File: src/rtl/lane_delay_move_sequencer.sv
// Sequences LOAD/MOVE strobes for one lane's RX/TX DQS delay lines under an IO clock pause.
// All outputs are registered; tap positions are tracked here and never wrap.
module lane_delay_move_sequencer #(
   parameter int MAX_TAP   = 127,
   parameter int INIT_TAP  = 1,
   parameter int SETUP_CYC = 4,
   parameter int GAP_CYC   = 3,
   parameter int HOLD_CYC  = 4
) (
   input  logic       FAB_CLK,
   input  logic       RESET,
   input  logic       cmd_valid,
   output logic       cmd_ready,
   input  logic [1:0] cmd_op,
   input  logic       cmd_sel,
   input  logic [7:0] cmd_taps,
   output logic       busy,
   output logic       done,
   output logic       status_sat,
   output logic       status_oor,
   output logic [7:0] taps_moved,
   output logic [7:0] rx_tap,
   output logic [7:0] tx_tap,
   output logic       DELAY_LINE_SEL,
   output logic       DELAY_LINE_LOAD,
   output logic       DELAY_LINE_DIRECTION,
   output logic       DELAY_LINE_MOVE,
   output logic       HS_IO_CLK_PAUSE,
   input  logic       RX_DELAY_LINE_OUT_OF_RANGE,
   input  logic       TX_DELAY_LINE_OUT_OF_RANGE
);

   localparam logic [1:0] OP_LOAD    = 2'b00;
   localparam logic [1:0] OP_INC     = 2'b01;
   localparam logic [1:0] OP_NOP     = 2'b11;
   localparam logic [7:0] MAX_T      = 8'(MAX_TAP);
   localparam logic [7:0] INIT_T     = 8'(INIT_TAP);
   localparam logic [3:0] SETUP_LAST = 4'(SETUP_CYC - 1);
   localparam logic [3:0] GAP_LAST   = 4'(GAP_CYC - 1);
   localparam logic [3:0] HOLD_LAST  = 4'(HOLD_CYC - 1);

   typedef enum logic [2:0] {
      S_IDLE, S_SETUP, S_STROBE, S_GAP, S_RELEASE, S_HOLD, S_DONE
   } state_t;

   state_t     state_q;
   logic [3:0] cnt_q;
   logic [1:0] op_q;
   logic [7:0] rem_q;
   logic       skip_q;
   logic [7:0] rx_tap_q, tx_tap_q, moved_q;
   logic       sel_q, dir_q, load_q, move_q, pause_q;
   logic       ready_q, busy_q, done_q, sat_q, oor_q;

   logic [7:0] sel_tap;
   logic [7:0] step_tap_d;
   logic       at_limit, oor_in, gap_end, go_strobe;

   always_comb begin
      sel_tap    = sel_q ? tx_tap_q : rx_tap_q;
      at_limit   = dir_q ? (sel_tap >= MAX_T) : (sel_tap == 8'd0);
      step_tap_d = dir_q ? sel_tap + 8'd1 : sel_tap - 8'd1;
      oor_in     = sel_q ? TX_DELAY_LINE_OUT_OF_RANGE : RX_DELAY_LINE_OUT_OF_RANGE;
      gap_end    = (state_q == S_GAP) && (cnt_q == GAP_LAST);
      // Strobe slot is decided one edge early so LOAD/MOVE come straight off flops.
      go_strobe  = ((state_q == S_SETUP) && (cnt_q == SETUP_LAST)) ||
                   (gap_end && !oor_in && (op_q != OP_LOAD) && (rem_q != 8'd0));
   end

   always_ff @(posedge FAB_CLK or posedge RESET) begin
      if (RESET) begin
         state_q  <= S_IDLE;
         cnt_q    <= 4'd0;
         op_q     <= OP_NOP;
         rem_q    <= 8'd0;
         skip_q   <= 1'b0;
         rx_tap_q <= INIT_T;
         tx_tap_q <= INIT_T;
         moved_q  <= 8'd0;
         sel_q    <= 1'b0;
         dir_q    <= 1'b0;
         load_q   <= 1'b0;
         move_q   <= 1'b0;
         pause_q  <= 1'b0;
         ready_q  <= 1'b1;
         busy_q   <= 1'b0;
         done_q   <= 1'b0;
         sat_q    <= 1'b0;
         oor_q    <= 1'b0;
      end else begin
         load_q <= 1'b0;
         move_q <= 1'b0;
         done_q <= 1'b0;
         if (go_strobe) begin
            state_q <= S_STROBE;
            skip_q  <= 1'b0;
            if (op_q == OP_LOAD) begin
               load_q <= 1'b1;
               if (sel_q) tx_tap_q <= INIT_T;
               else       rx_tap_q <= INIT_T;
            end else if ((rem_q == 8'd0) || at_limit) begin
               skip_q <= 1'b1;
               sat_q  <= (rem_q != 8'd0);
            end else begin
               move_q  <= 1'b1;
               rem_q   <= rem_q - 8'd1;
               moved_q <= moved_q + 8'd1;
               if (sel_q) tx_tap_q <= step_tap_d;
               else       rx_tap_q <= step_tap_d;
            end
         end else begin
            case (state_q)
               S_IDLE: begin
                  if (cmd_valid && ready_q) begin
                     op_q    <= cmd_op;
                     sel_q   <= cmd_sel;
                     dir_q   <= (cmd_op == OP_INC);
                     rem_q   <= cmd_taps;
                     sat_q   <= 1'b0;
                     oor_q   <= 1'b0;
                     moved_q <= 8'd0;
                     ready_q <= 1'b0;
                     busy_q  <= 1'b1;
                     cnt_q   <= 4'd0;
                     if (cmd_op == OP_NOP) begin
                        state_q <= S_DONE;
                        done_q  <= 1'b1;
                     end else begin
                        state_q <= S_SETUP;
                        pause_q <= 1'b1;
                     end
                  end
               end
               S_SETUP: cnt_q <= cnt_q + 4'd1;
               S_STROBE: begin
                  cnt_q <= 4'd0;
                  if (skip_q) begin
                     state_q <= S_RELEASE;
                     pause_q <= 1'b0;
                  end else begin
                     state_q <= S_GAP;
                  end
               end
               S_GAP: begin
                  // Reaching here on the last gap cycle means no further strobe is due.
                  if (gap_end) begin
                     oor_q   <= oor_in;
                     state_q <= S_RELEASE;
                     pause_q <= 1'b0;
                  end else begin
                     cnt_q <= cnt_q + 4'd1;
                  end
               end
               S_RELEASE: begin
                  state_q <= S_HOLD;
                  cnt_q   <= 4'd0;
               end
               S_HOLD: begin
                  if (cnt_q == HOLD_LAST) begin
                     state_q <= S_DONE;
                     done_q  <= 1'b1;
                  end else begin
                     cnt_q <= cnt_q + 4'd1;
                  end
               end
               S_DONE: begin
                  state_q <= S_IDLE;
                  busy_q  <= 1'b0;
                  ready_q <= 1'b1;
               end
               default: state_q <= S_IDLE;
            endcase
         end
      end
   end

   assign cmd_ready            = ready_q;
   assign busy                 = busy_q;
   assign done                 = done_q;
   assign status_sat           = sat_q;
   assign status_oor           = oor_q;
   assign taps_moved           = moved_q;
   assign rx_tap               = rx_tap_q;
   assign tx_tap               = tx_tap_q;
   assign DELAY_LINE_SEL       = sel_q;
   assign DELAY_LINE_LOAD      = load_q;
   assign DELAY_LINE_DIRECTION = dir_q;
   assign DELAY_LINE_MOVE      = move_q;
   assign HS_IO_CLK_PAUSE      = pause_q;

endmodule

File: config.mk
export PLATFORM = sky130hd
export DESIGN_NAME = lane_delay_move_sequencer
export DESIGN_NICKNAME = d
export VERILOG_FILES = /design/src/rtl/lane_delay_move_sequencer.sv
export SDC_FILE = /design/constraint.sdc
export NUM_CORES = 1
export LEC_CHECK = 0
export ABC_AREA = 0
export BUFFER_PORTS_ARGS = -buffer_cell sky130_fd_sc_hd__buf_2
export CAP_MARGIN = 10
export CORE_MARGIN = 5
export CORE_UTILIZATION = 45
export CTS_CLUSTER_SIZE = 24
export DETAILED_ROUTE_END_ITERATION = 8
export GPL_TIMING_DRIVEN = 0
export HOLD_SLACK_MARGIN = 0.1
export PLACE_DENSITY = 0.74
export SLEW_MARGIN = 20
export SYNTH_ARGS = -nofsm -noshare
export SYNTH_HDL_FRONTEND = slang
export SYNTH_SLANG_ARGS = --single-unit
export TNS_END_PERCENT = 10
File: constraint.sdc
create_clock -name FAB_CLK -period 3.9 [get_ports FAB_CLK]
set_input_delay 0.78 -clock FAB_CLK [delete_from_list [all_inputs] [get_ports FAB_CLK]]
set_output_delay 0.78 -clock FAB_CLK [all_outputs]
set_load 0.02 [all_outputs]
# Word-level counts from Yosys, hierarchy flattened
# Cells that the tools add are included.
# W data, S select, Z words.
[totals] register_bits=52 latchBits=0 mem_bits_rw=0 rom_bits=0 out_inout_bits=34 word_cells=145 n_memories=0
[classes] addsub=5 mul=0 div_mod_pow=0 magnitude_cmp=1 eq_ne=27 shift=0 n_mux=60 bitwise=1 reduce_logical=33
[op_table] op="$mux W8" count=20
[op_table] op="$mux W1" count=24
[op_table] op="$ne A2 B2 Y1 const B" count=12
[op_table] op="$reduce_and A4 Y1" count=6
[op_table] op="$pmux W4 S5" count=1
[op_table] op="$mux W3" count=6
[op_table] op="$pmux W3 S6" count=1
[op_table] op="$add A8 B1 Y8 const B" count=2
[op_table] op="$logic_not A8 Y1" count=2
[op_table] op="$sub A8 B1 Y8 const B" count=2
[op_table] op="$mux W4" count=3
[op_table] op="$reduce_bool A2 Y1" count=6
[op_table] op="$eq A3 B3 Y1 const B" count=3
[op_table] op="$ne A3 B3 Y1 const B" count=3
[op_table] op="$eq A4 B2 Y1 const B" count=2
[op_table] op="$ge A8 B7 Y1 const B" count=1
[op_table] op="$pmux W1 S2" count=4
[op_table] op="$reduce_bool A8 Y1" count=1
[op_table] op="$eq A3 B2 Y1 const B" count=2
[op_table] op="$logic_and A1 B1 Y1" count=6
[op_table] op="$reduce_and A3 Y1" count=2
[op_table] op="$reduce_and A6 Y1" count=1
[op_table] op="$reduce_and A5 Y1" count=1
[op_table] op="$reduce_bool A5 Y1" count=1
[op_table] op="13 further kinds" count=15

# Logic depth before layout (Yosys ltp)
# Gate-level depths: netlist of run 1.
[depth] word_depth=8 depth_mapped=10 depth_no_buf=8

# Worst setup path after synthesis of run 1
# No wires, ideal clock.
[synth_timing] path_kind="register to register" from="register sel_q (netlist: DELAY_LINE_SEL)" to="register tx_tap_q[7] (netlist: tx_tap[7])" setup_ns=0.122 t_arrival_ns=2.763 required_ns=3.778 path_slack_ns=1.015 stages_incl_launch_ff=11 n_path_buf=3 cell_sequence="dfrtp_1 -> buf_2 -> buf_2 -> clkbuf_1 -> mux2_2 -> ha_1 -> nor2_1 -> a311o_1 -> o21ai_0 -> xnor2_1 -> a32o_1"
[synth_via] elab_chain_len=7 elab_cells_between_ends=21
[synth_rtl] element="from (decl)" line="52" rtl="logic sel_q, dir_q, load_q, move_q, pause_q;"
[synth_rtl] element="from (signal assigned)" line="116" rtl="sel_q <= cmd_sel;"
[synth_rtl] element="parallel branches: the longest is 7 deep, another holds $sub A8 B1 Y8"
[synth_rtl] element="to (signal assigned)" line="108" rtl="if (sel_q) tx_tap_q <= step_tap_d;"
[synth_rtl] element="to (decl)" line="51" rtl="logic [7:0] rx_tap_q, tx_tap_q, moved_q;"
# Several ways; the timed one is not identified. The select of a mux whose other input is x is not followed.
# A chain may end at the register's enable or synchronous reset.

# Worst setup path in the final report of run 1
# Ends and elaborated chain as after synthesis.

==> metrics.yaml, run 1 <==
final_layout:
  syn2layout_area_growth_pct: 16.3
  drive_above_1_share_pct: 24.0
  fin_nets: 417
  antennaDiodeCount: 0
  nFillCells: 620
critical_path:
  end_kind: "flip-flop"
  rr_startpoint: "DELAY_LINE_SEL$_DFFE_PP0P_"
  cp.required_ps: 4110
  crit_type: "flip-flop to flip-flop"
  worstPathArrival_ps: 3500
  start_kind: "flip-flop"
  setup.worst_path.start: "DELAY_LINE_SEL$_DFFE_PP0P_"
  crit_fanout: 10
  crit_family: "buffers and inverters"
  cp_slowest_cell: "clkbuf_1"
  worst_r2r_path_depth: 10
  critical_path.max_stage_delay_ps: 470
  cp-endpoint: "tx_tap[7]$_DFFE_PP0P_"
  reg2reg_setup_slack_ps: 600
  r2r_end: "tx_tap[7]$_DFFE_PP0P_"
  cp_cell_sequence: "buf_2, buf_2, clkbuf_1, mux2_2, ha_1, nor2_1, a311o_1, o21ai_0, xnor2_1, a32o_1"
  path_depth: 10
  cp_common_cell: "buf_2"
  crit_buf_inv: 3
yosys:
  netlist_top_cells_area: "dfrtp_1, nand2_1, dfstp_2"
  synth_warnings: 0
  synth.distinct_cells: 63
  synth_most_common_cell: "dfrtp_1"
  synth.avg_cell_area_um2: 9.46
  synth_top_area_share_pct: 37.3
  synth-edff-count: 0
  yosys.area.top_type: "dfrtp_1"
  synth_seq_cells: 52
  synth-main-ff-cell: "dfrtp_1"
  ys_seq_area_share_pct: 41.5
  netlist_area_um2: 3150
  syn_inst: 333
  async_flop_share_pct: 100
  synth_commonest_cells: "dfrtp_1, nand2_1, nor2_1"
  synth_fp_nets: 360
global_routing:
  antenna_found_initial: 0
  grt_use_total_pct: 18.8
  grt_max_degree: 34
  grt_pass1_wl_um: 13200
  grt-ovfl-total: 0
  grt_pass1_vias: 2748
cts:
  post-cts-setup-buffer-count: 0
  cts_hold_buf: 0
  cts_buffers: 5
  root_buffer: "clkbuf_8"
  tritoncts: "built"
  insertion_delay_ps: 310
  ctsResizeCount: 0
  cts.sinks: 52
  clkSlewWorstSetupHoldPaths_ps: 100
  htree_levels: 2
  cts_buffer_depth: 2
sta:
  fin_hold_ws_ps: 451
  clock_skew_ps: 15.1
  setup_violations: 0
  fin_setup_tns_ps: 0
  fin_crit_sh_pct: 84.5
  slew_headroom_pct: 51.1
  maxSlewViolCount: 0
  rsz0062_at_grt: "no"
  fin_crit_ps: 3300
  hold_viol: 0
  fmax_ghz: 0.303
  worst_pin_slew_ps: 728
detailed_routing:
  drt_wl_total_um: 8080
  drtIter0Drc: 174
  route.detailed.drc: 0
  vias: 2917
  wire_per_inst_um: 16.6
  vias_per_cell: 5.99
  drt.antenna.violating_nets: 0
  dr.pass1.iters: 5
power_and_ir_drop:
  p_per_area_nw_per_um2: 749
  clkPwrFrac_pct: 14.5
  power_switching_mw: 1.24
  comb_power_share_pct: 51.9
  ir_drop_uv: 371
  leakage_nw: 1.71
  p_sw_share_pct: 45.3
  p_int_mw: 1.50
  p_seq_share_pct: 33.6
placed_design:
  port_buffers: 49
  dp_hpwl_um: 6030
  gp_congestion: 0.867
worst_hold_path:
  hold_class: "input pin to asynchronous set/reset pin"
floorplanning:
  core_um2: 6790
  die_h_um: 93.7
  die-width_um: 93.7
  placementRows: 30
  die_area_um2: 8770
  io_pins: 50
  start_util_pct: 46.4
run_status:
  status: "completed"
run:
  cap_violations: 0
==> area by class of cell <==
| type | instances | area, um^2 | area share [%] |
|---|---|---|---|
| Tap cell | 96 | 120 | 3.28 |
| Sequential cell | 52 | 1310 | 35.7 |
| Clock inverter | 2 | 38.8 | 1.06 |
| Inverter | 12 | 45.0 | 1.23 |
| Clock buffer | 6 | 82.6 | 2.25 |
| Buffer | 13 | 55.1 | 1.50 |
| Multi-Input combinational cell | 256 | 1750 | 47.7 |
| Timing Repair Buffer | 50 | 265 | 7.24 |
==> metrics by stage <==
stage	cell area (um^2)	power (mW)	utilization [%]	instances	setup WS (ps)
floorplan	3150	1.95	-	333	1020
global placement	3510	2.29	51.7	478	698
detailed placement	3530	2.34	52.0	479	643
CTS	3660	2.74	53.8	487	625
global route	3660	2.93	53.9	487	421
finish	3660	2.74	53.9	487	605
==> cell families after synthesis <==
family                   Yosys count  synth area share [%]
buffers and inverters             25                  3.18
AO/OA/AOI/OAI                     93                  22.5
multiplexers                      17                  5.84
XOR/XNOR                           6                  1.67
flip-flops                        52                  41.5
adder cells (fa/ha/maj)           11                  4.61
AND/OR/NAND/NOR                  129                  20.7
==> metal layers <==
| layer | share of wire [%] | vias to the layer above | wire length (um) | GRT usage, % |
|---|---|---|---|---|
| li1 | - | 1368 | - | - |
| met1 | 45 | 1433 | 3610 | 25.8 |
| met2 | 48 | 102 | 3880 | 30.3 |
| met3 | 6.1 | 14 | 492 | 3.45 |
| met4 | 1.1 | 0 | 89 | 5.66 |
| met5 | 0 | - | 0 | 0 |
==> power by group through the flow <==
stage / registers, mW / logic, mW / clock network [mW]
3_3_place_gp: 0.918 / 1.37 / 0
5_1_grt: 0.948 / 1.56 / 0.427
3_5_place_dp: 0.926 / 1.42 / 0
2_1_floorplan: 1.01 / 0.945 / 0
6_report: 0.921 / 1.42 / 0.396
4_1_cts: 0.917 / 1.42 / 0.406
==> worst register-to-register path: stages (launching register included) <==
cell and delay, ps:
dfrtp_1 350, buf_2 230, buf_2 290, clkbuf_1 470
mux2_2 400, ha_1 320, nor2_1 50, a311o_1 340
o21ai_0 320, xnor2_1 140, a32o_1 270
==> layout by cell type, fill, tap and decap left out, drive strengths merged, types with 6 or more instances in the layout <==
cell / n
a32o: 9
nor4: 7
ha: 10
nor3: 8
a21oi: 13
buf: 56
clkbuf: 13
o21ai: 23
nand3: 21
mux2i: 6
inv: 12
nor2: 26
dfrtp: 47
a22o: 9
mux2: 11
nand2: 42
==> sequential cells by signal (all words and copies together) (netlist names) <==
name,count
busy,1
rem_q,8
cnt_q,4
DELAY_LINE_LOAD,1
skip_q,1
status_oor,1
DELAY_LINE_SEL,1
cmd_ready,1
DELAY_LINE_MOVE,1
DELAY_LINE_DIRECTION,1
state_q,3
taps_moved,8
status_sat,1
op_q,2
HS_IO_CLK_PAUSE,1
rx_tap,8
done,1
tx_tap,8
==> worst min path at each step <==
stage | cells past startpoint | startpoint | end
3_5_place_dp | 2 | op_q[0]$_DFFE_PP1P_ | op_q[0]$_DFFE_PP1P_
2_1_floorplan | 2 | op_q[1]$_DFFE_PP1P_ | op_q[1]$_DFFE_PP1P_
6_report | 2 | RESET | taps_moved[1]$_DFFE_PP0P_
3_3_place_gp | 2 | op_q[1]$_DFFE_PP1P_ | op_q[1]$_DFFE_PP1P_
4_1_cts | 2 | RESET | DELAY_LINE_MOVE$_DFF_PP0_
5_1_grt | 2 | RESET | taps_moved[1]$_DFFE_PP0P_
Power figures use the tool's default switching activity.
==> run 2: changes to the inputs <==
- PLACE_DENSITY: 0.74 -> 0.76
- clock period: 3.9 -> 2.6 ns (I/O delays scaled with it)
==> run 2 against run 1 <==
Die area is the same. Clock power grew 17%. Hold slack lost 260 ps. Global-route usage grew 0.25 points. Sequential power grew 51%. Via count grew 1.1%. Sequential share of layout area shrank 1.1 points. Critical path depth is the same. Worst setup slack lost 550 ps. First-iteration DRC count grew 36%. Register-to-register slack lost 550 ps. Fmax grew 29%.
==> metrics.yaml, run 2 (same netlist as run 1, synthesis figures left out) <==
run_status:
  status: "completed"
cts:
  cts_hold_buf: 0  # unchanged
  root_buffer: "clkbuf_8"
  cts_buffers: 5  # unchanged
  tritoncts: "built"
  cts.sinks: 52  # unchanged
  clkSlewWorstSetupHoldPaths_ps: 110  # about the same
  insertion_delay_ps: 310  # about the same
  cts_buffer_depth: 2  # unchanged
  htree_levels: 2  # unchanged
power_and_ir_drop:
  leakage_nw: 1.76  # +2.6%
  ir_drop_uv: 620  # +67%
  p_per_area_nw_per_um2: 1100  # +47%
final_layout:
  fin_nets: 422  # +1.2%
  layout_commonest_cell: "buf_2"
  antennaDiodeCount: 0  # unchanged
  mostFrequentLayoutCells: "buf_2, dfrtp_1, nand2_1"
  seq_area_um2: 1310  # about the same
  drive_above_1_share_pct: 28.0  # +4.0 points
  syn2layout_area_growth_pct: 20.2
  multi_input_area_um2: 1840  # +5.2%
  nFillCells: 593  # -4.4%
floorplanning:
  die_h_um: 93.7  # unchanged
  die_area_um2: 8770  # unchanged
  io_pins: 50  # unchanged
  start_util_pct: 46.4  # unchanged
  placementRows: 30  # unchanged
  core_um2: 6790  # unchanged
  die-width_um: 93.7  # unchanged
detailed_routing:
  wire_per_inst_um: 16.7  # +0.63%
  dr.pass1.iters: 6  # +1
  route.detailed.drc: 0  # unchanged
  drt.antenna.violating_nets: 0  # unchanged
  drt_wl_total_um: 8210  # +1.7%
  drtIter0Drc: 237  # +36%
  vias: 2948  # +1.1%
  vias_per_cell: 5.99  # about the same
sta:
  hold_viol: 0  # unchanged
  slew_headroom_pct: 50.4  # -0.73 points
  rsz0062_at_grt: "yes"
  worst_pin_slew_ps: 738  # +10.8 ps
  fin_crit_ps: 2550  # -750 ps
  maxSlewViolCount: 0  # unchanged
  clock_skew_ps: 20.4  # +5.37 ps
  fin_hold_ws_ps: 195  # -255 ps
  setup_violations: 0  # unchanged
  worst_slack_ps: 54.9  # -550 ps
  fin_crit_sh_pct: 97.9  # +13 points
  fmax_ghz: 0.393  # +29%
critical_path:
  worstPathArrival_ps: 2780  # -720 ps
  worst_r2r_path_depth: 10  # unchanged
  crit_fanout: 10  # unchanged
  critical_path.max_stage_delay_ps: 390  # -80 ps
  path_depth: 10  # unchanged
  start_kind: "flip-flop"
  end_kind: "flip-flop"
  crit_family: "compound AO/OA/AOI/OAI gates"
  cp_cell_sequence: "buf_8, buf_8, mux2_2, ha_1, a21o_1, a21o_1, a21oi_2, nor2_1, a211oi_2, a32o_1"
  crit_type: "flip-flop to flip-flop"
  cp.required_ps: 2840  # -1270 ps
  cp_slowest_cell: "dfrtp_2"
  crit_buf_inv: 2  # -1
placed_design:
  dp_slack_ps: -200  # -843 ps
  gp_congestion: 0.895  # +3.2%
  port_buffers: 49  # unchanged
  dp_hpwl_um: 5940  # -1.4%
worst_hold_path:
  hold_class: "input pin to asynchronous set/reset pin"
global_routing:
  grt-ovfl-total: 0  # unchanged
  grt_max_degree: 33  # -2.9%
  grt_pass1_wl_um: 13400  # +0.99%
  grt_use_total_pct: 19.1  # +0.25 points
  antenna_found_initial: 0  # unchanged
  grt_pass1_vias: 2737  # -0.40%
run:
  cap_violations: 0  # unchanged
run 2: cell count changes in the layout (fill, tap and decap cells not counted), sizes merged:
cell	change
clkinvlp	+1
bufinv	-1
buf	+5
run 2: metal layers:
layer,wire length [um],GRT usage [%],part of all wire (%),vias to the layer above
li1,-,-,-,1380
met1,3650,26.5,44,1445
met2,3870,29.4,47,105
met3,575,4.01,7.0,18
met4,118,6.74,1.4,0
met5,0,0,0,-
run 2: repair_timing:
action / in CTS / in global routing
buffers inserted: 3 / 2
gates resized for setup: 15 / 7
pin swaps: 6 / 5
setup endpoints to repair: 25 / 8
run 2: report_power, final:
group / switching [mW] / internal [mW]
Sequential: 0.308 / 1.09
Clock: 0.276 / 0.189
Combinational: 1.35 / 0.957
Total: 1.94 / 2.23
run 2: cell type report:
type,count,share of cell area (%)
inverters,12,1.19
multi-input cells,256,48.6
clock buffers,6,1.92
clock inverters,2,0.331
flip-flops and latches,52,34.6
plain buffers,13,2.25
well taps,96,3.17
repair buffers,55,8.00
run 2: through the flow:
stage                     util (%)  instance area [um^2]  setup TNS (ps)  total power, mW  std cells
final                         55.7                  3780               0             4.17        492
after global routing          55.7                  3780           -53.8             4.49        492
after CTS                     54.9                  3730               0             4.09        490
after detailed placement      52.2                  3540           -2030             3.53        479
after global placement        51.9                  3520           -1250             3.44        478
after floorplan                  -                  3160               0             2.94        333
run 2: worst register-to-register path, delay by kind of cell (launching register included):
family          cells  cell delay, ps
simple gates        1              80
compound gates      5            1030
flops               1             390
buf+inv             2             300
fa+ha+maj           1             330
mux                 1             340
run 2: final timing paths:
path                                            startpoint                    endpoint  slack [ps]
worst max-delay path            DELAY_LINE_SEL$_DFFE_PP0P_       tx_tap[6]$_DFFE_PP0P_          50
worst min-delay path                                 RESET       rx_tap[7]$_DFFE_PP0P_         200
worst max register to register  DELAY_LINE_SEL$_DFFE_PP0P_       tx_tap[6]$_DFFE_PP0P_          50
worst min register to register         op_q[0]$_DFFE_PP1P_         op_q[0]$_DFFE_PP1P_         470
max in group asynchronous                            RESET       cmd_ready$_DFFE_PP1P_        1790
min in group FAB_CLK                               cmd_sel  DELAY_LINE_SEL$_DFFE_PP0P_         400
